$ cat config.mk
export PLATFORM = sky130hd
export DESIGN_NAME = std_seq_monitor
export DESIGN_NICKNAME = d
export VERILOG_FILES = /design/src/rtl/std_seq_pkg.sv /design/src/rtl/std_code_decode.sv /design/src/rtl/std_seq_monitor.sv
export SDC_FILE = /design/constraint.sdc
export NUM_CORES = 1
export LEC_CHECK = 0
export ABC_AREA = 1
export CORE_UTILIZATION = 45
export CTS_CLUSTER_DIAMETER = 150
export CTS_CLUSTER_SIZE = 16
export DETAILED_ROUTE_END_ITERATION = 6
export PLACE_DENSITY = 0.69
export SKIP_LAST_GASP = 1
export SYNTH_ARGS = -nofsm -noshare
export SYNTH_HDL_FRONTEND = slang
export SYNTH_SLANG_ARGS = --single-unit
$ cat constraint.sdc
create_clock -name clk -period 2 [get_ports clk]
set_input_delay 0.4 -clock clk [delete_from_list [all_inputs] [get_ports clk]]
set_output_delay 0.4 -clock clk [all_outputs]
set_load 0.01 [all_outputs]
$ cat src/rtl/std_seq_pkg.sv
// Shared definitions for the state-sequence monitor: the eight sequence codes
// and the lock FSM state encoding.
package std_seq_pkg;

  localparam logic [2:0] CODE_START = 3'b000;
  localparam logic [2:0] CODE_A     = 3'b010;
  localparam logic [2:0] CODE_B     = 3'b111;
  localparam logic [2:0] CODE_C     = 3'b100;
  localparam logic [2:0] CODE_D     = 3'b101;
  localparam logic [2:0] CODE_E     = 3'b001;
  localparam logic [2:0] CODE_F     = 3'b011;
  localparam logic [2:0] CODE_G     = 3'b110;

  typedef enum logic [1:0] {
    HUNT    = 2'd0,
    CONFIRM = 2'd1,
    LOCKED  = 2'd2,
    SLIP    = 2'd3
  } state_t;

endpackage

$ cat src/rtl/std_code_decode.sv
// Combinational mapping from a 3-bit sequence code to its position (0..7)
// in the fixed eight-step sequence.
module std_code_decode
  import std_seq_pkg::*;
(
  input  logic [2:0] code,
  output logic [2:0] pos
);

  always_comb begin
    pos = 3'd0;
    case (code)
      CODE_START: pos = 3'd0;
      CODE_A:     pos = 3'd1;
      CODE_B:     pos = 3'd2;
      CODE_C:     pos = 3'd3;
      CODE_D:     pos = 3'd4;
      CODE_E:     pos = 3'd5;
      CODE_F:     pos = 3'd6;
      CODE_G:     pos = 3'd7;
      default:    pos = 3'd0;
    endcase
  end

endmodule

$ cat src/rtl/std_seq_monitor.sv
// Checks that each valid code is the successor of the previous one, tracks
// lock status, and counts mismatches (while locked) and completed cycles.
module std_seq_monitor
  import std_seq_pkg::*;
#(
  parameter int LOCK_CNT   = 4,
  parameter int UNLOCK_ERR = 2,
  parameter int ERR_W      = 8,
  parameter int CYC_W      = 16
) (
  input  logic             clk,
  input  logic             rst,
  input  logic [2:0]       code_in,
  input  logic             code_valid,
  output logic [2:0]       pos,
  output logic             pos_valid,
  output logic             locked,
  output logic             err_pulse,
  output logic [ERR_W-1:0] err_cnt,
  output logic             wrap_pulse,
  output logic [CYC_W-1:0] cycle_cnt
);

  localparam logic [3:0] LOCK_N   = 4'(LOCK_CNT);
  localparam logic [3:0] UNLOCK_N = 4'(UNLOCK_ERR);

  logic [2:0]       dec_pos;
  logic [2:0]       prev_pos;
  logic [3:0]       good_cnt;
  logic [3:0]       bad_cnt;
  logic             correct;
  logic [ERR_W-1:0] err_next;
  state_t           state;

  std_code_decode u_decode (
    .code (code_in),
    .pos  (dec_pos)
  );

  assign correct  = (dec_pos == prev_pos + 3'd1);
  assign err_next = (err_cnt == '1) ? err_cnt : err_cnt + 1'b1;

  // Every valid sample resyncs prev_pos, so a slip is charged once, not forever.
  always_ff @(posedge clk) begin
    if (rst) begin
      state      <= HUNT;
      pos        <= 3'd0;
      pos_valid  <= 1'b0;
      locked     <= 1'b0;
      err_pulse  <= 1'b0;
      err_cnt    <= '0;
      wrap_pulse <= 1'b0;
      cycle_cnt  <= '0;
      prev_pos   <= 3'd0;
      good_cnt   <= 4'd0;
      bad_cnt    <= 4'd0;
    end else begin
      pos_valid  <= 1'b0;
      err_pulse  <= 1'b0;
      wrap_pulse <= 1'b0;
      if (code_valid) begin
        pos       <= dec_pos;
        pos_valid <= 1'b1;
        prev_pos  <= dec_pos;
        case (state)
          HUNT: begin
            good_cnt <= 4'd0;
            state    <= CONFIRM;
          end
          CONFIRM: begin
            if (correct) begin
              good_cnt <= good_cnt + 4'd1;
              if (good_cnt + 4'd1 == LOCK_N) begin
                state  <= LOCKED;
                locked <= 1'b1;
              end
            end else begin
              good_cnt <= 4'd0;
            end
          end
          LOCKED: begin
            if (!correct) begin
              err_pulse <= 1'b1;
              err_cnt   <= err_next;
              bad_cnt   <= 4'd1;
              if (UNLOCK_N == 4'd1) begin
                state  <= HUNT;
                locked <= 1'b0;
              end else begin
                state <= SLIP;
              end
            end
          end
          SLIP: begin
            if (correct) begin
              bad_cnt <= 4'd0;
              state   <= LOCKED;
            end else begin
              err_pulse <= 1'b1;
              err_cnt   <= err_next;
              bad_cnt   <= bad_cnt + 4'd1;
              if (bad_cnt + 4'd1 >= UNLOCK_N) begin
                state  <= HUNT;
                locked <= 1'b0;
              end
            end
          end
          default: state <= HUNT;
        endcase
        if (correct && prev_pos == 3'd7 && (state == LOCKED || state == SLIP)) begin
          wrap_pulse <= 1'b1;
          cycle_cnt  <= cycle_cnt + 1'b1;
        end
      end
    end
  end

endmodule

==> impl_metrics.env <==
export IMPL_num_fill_cells=473
export IMPL_rsz0062_at_grt="true"
export IMPL_start_util_pct=46.9
export IMPL_synth_compound_area_share_pct=11.6
export IMPL_ys_seq_area_share_pct=36.8
export IMPL_wl_per_cell_um=10.8
export IMPL_num_antenna_cells=0
export IMPL_dieHeight_um=72.4
export IMPL_die_x_um=72.4
export IMPL_path_clk_slew_ns=0.08
export IMPL_status="finished clean"
export IMPL_power_density_nw_per_um2=554
export IMPL_crit_path_end_kind="flop"
export IMPL_dp_slack_ns=-0.214
export IMPL_cts_htree_levels=2
export IMPL_final_net_count=391
export IMPL_clkSinkCount=41
export IMPL_num_rows=25
export IMPL_drt_total_wl_um=4800
export IMPL_final_hold_violation_count=0
export IMPL_final_area_um2=2910
export IMPL_finClkSkew_ns=0.00769
export IMPL_dp_cells=433
export IMPL_grt_pass1_wl_um=7990
export IMPL_synth_seq_cells=41
export IMPL_grt_max_degree=23
export IMPL_critPathKind="flop to flop"
export IMPL_tns_ns=0
export IMPL_io_pins=37
export IMPL_portBuffers=36
export IMPL_fin_ws_ns=0.101
export IMPL_cts_tree="yes"
export IMPL_drc=0
export IMPL_drive_gt1_share_pct=11.9
export IMPL_maxSlewHeadroom_pct=62.5
export IMPL_drv_slew=0
export IMPL_cp_max_fo=5
export IMPL_hold_class="flop to flop"
export IMPL_ys_warn_count=0
export IMPL_synth_area_per_cell_um2=6.93
export IMPL_grt_ovfl_total=0
export IMPL_tightest_slew_ns=0.562
export IMPL_drtPass1Iterations=4
export IMPL_ctsHoldBuffers=0
export IMPL_leakagePower_nw=1.26
export IMPL_synth_edf_count=0
export IMPL_synth_ff_type="dfxtp_1"
export IMPL_ir_worst_vdd_uv=353
export IMPL_startpoint_type="flop"
export IMPL_period_share_pct=95.0
export IMPL_synth_simple_gate_area_share_pct=34.6
export IMPL_cts_buffers=5
export IMPL_layoutNonFillerInstCount=444
export IMPL_globalplace_congestion=0.811
export IMPL_dp_hpwl_um=3520
export IMPL_min_period_ns=1.90
export IMPL_maxCapViolCount=0
export IMPL_synthCells=322
export IMPL_first_global_vias=1852
export IMPL_async_reset_ff_share_pct=0
export IMPL_core_um2=4750
export IMPL_syn_cell_area_um2=2230
export IMPL_synth_cell_types=27
export IMPL_synth_adder_area_share_pct=4.49
export IMPL_syn_to_final_growth_pct=30.3
export IMPL_clock_fmax_mhz=527
export IMPL_dr_first_iter_drc_count=100
export IMPL_routed_via_density=4.80
export IMPL_synth_xor_area_share_pct=3.93
export IMPL_arrival_ns=2.09
export IMPL_synth_mux_area_share_pct=0
export IMPL_antenna_found_initial=0
export IMPL_worstPathRequired_ns=2.19
export IMPL_cts_buffer_depth=2
export IMPL_dieArea_um2=5240
export IMPL_place_area_um2=2740
export IMPL_vias=2132
export IMPL_power_total_mw=1.61
export IMPL_synth_top_family_by_area="simple AND/OR/NAND/NOR gates"
export IMPL_root_buffer="clkbuf_8"
export IMPL_synth_nets=336
export IMPL_postRouteAntennaNets=0
export IMPL_globalRouteTotalUtil_pct=19.3
export IMPL_clkLatencyLatePin_ns=0.30
export IMPL_setup_viol=0
==> critical path, cell delays in order (launching register included) <==
cell and delay (ns):
dfxtp_2 0.34, ha_1 0.20, ha_1 0.29, nand3b_1 0.17, nand2_2 0.10, nand3_4 0.12
nor2_8 0.17, buf_12 0.12, nand3_1 0.08, o21ai_0 0.16, a21oi_1 0.05
==> sequential cells by signal, indices dropped and copies added, names as in the netlist <==
| signal | cells |
|---|---|
| locked | 1 |
| pos_valid | 1 |
| cycle_cnt | 16 |
| prev_pos | 3 |
| state | 2 |
| err_cnt | 8 |
| err_pulse | 1 |
| good_cnt | 4 |
| bad_cnt | 4 |
| wrap_pulse | 1 |
==> cell usage after synthesis, types with 4 or more instances <==
cell type	instances	area, um^2
nor3_1	6	30.0
nor2_1	29	109
inv_1	40	150
a21oi_1	32	160
nand2_1	76	285
dfxtp_1	41	821
nand2_2	5	31.3
nand3_1	31	155
nor4_1	4	25.0
o21ai_0	12	60.1
ha_1	8	100
xor2_1	4	35.0
xnor2_1	6	52.6
o21ai_1	4	20.0
==> power breakdown <==
part | total [mW] | internal, mW | leakage, nW | switching (mW)
Sequential | 0.846 | 0.830 | 0.332 | 0.0156
Combinational | 0.209 | 0.0878 | 0.885 | 0.121
Clock | 0.554 | 0.274 | 0.0443 | 0.280
==> timing repair <==
item	CTS	global route
gates resized for setup	0	11
setup buffers	0	4
endpoints found under the setup margin	0	15
==> layout by cell type, fill, tap and decap left out, types with 3 or more instances in the layout <==
master           count
inv_1               40
nand3_2              4
clkbuf_8             6
o21ai_0             12
nand3_1             30
nor3_1               6
buf_4               15
nand2_1             73
nor4_1               4
xnor2_1              6
xor2_1               4
dfxtp_1             40
o21ai_1              4
a21oi_1             32
nand4_1              3
nand2_2              8
ha_1                 8
nor2_1              29
clkdlybuf4s50_1     34
==> through the flow <==
step	hold WS, ns	utilization (%)
2_1_floorplan	0.457	-
3_3_place_gp	0.466	57.6
3_5_place_dp	0.470	57.6
4_1_cts	0.482	59.4
5_1_grt	0.502	61.1
6_report	0.482	61.1
==> layer usage <==
metal | routed length (um) | global-route usage [%]
met2 | 2120 | 30.2
met5 | 0 | 0
met3 | 191 | 5.42
met4 | 76 | 7.19
met1 | 2410 | 25.1
==> kinds of logic after synthesis <==
kind of cell | after synthesis
fa+ha+maj | 8
xor+xnor | 10
flops | 41
simple gates | 166
compound gates | 50
buf+inv | 47
==> worst paths after layout <==
kind | to | cells after the start | from | slack, ns
worst min-delay path | bad_cnt[3] | 2 | bad_cnt[3] | 0.48
worst min register to register | bad_cnt[3] | 2 | bad_cnt[3] | 0.48
worst max register to register | cycle_cnt[8] | 10 | prev_pos[0] | 0.10
worst max-delay path | cycle_cnt[8] | 10 | prev_pos[0] | 0.10
==> layout make-up <==
| type | instances | area (um^2) | share of cell area (%) |
|---|---|---|---|
| multi-input cells | 234 | 1250 | 42.9 |
| flip-flops and latches | 41 | 822 | 28.3 |
| repair buffers | 53 | 509 | 17.5 |
| inverters | 42 | 158 | 5.42 |
| clock buffers | 7 | 86.3 | 2.97 |
| well taps | 67 | 83.8 | 2.88 |
(Power assumes the default switching activity.)
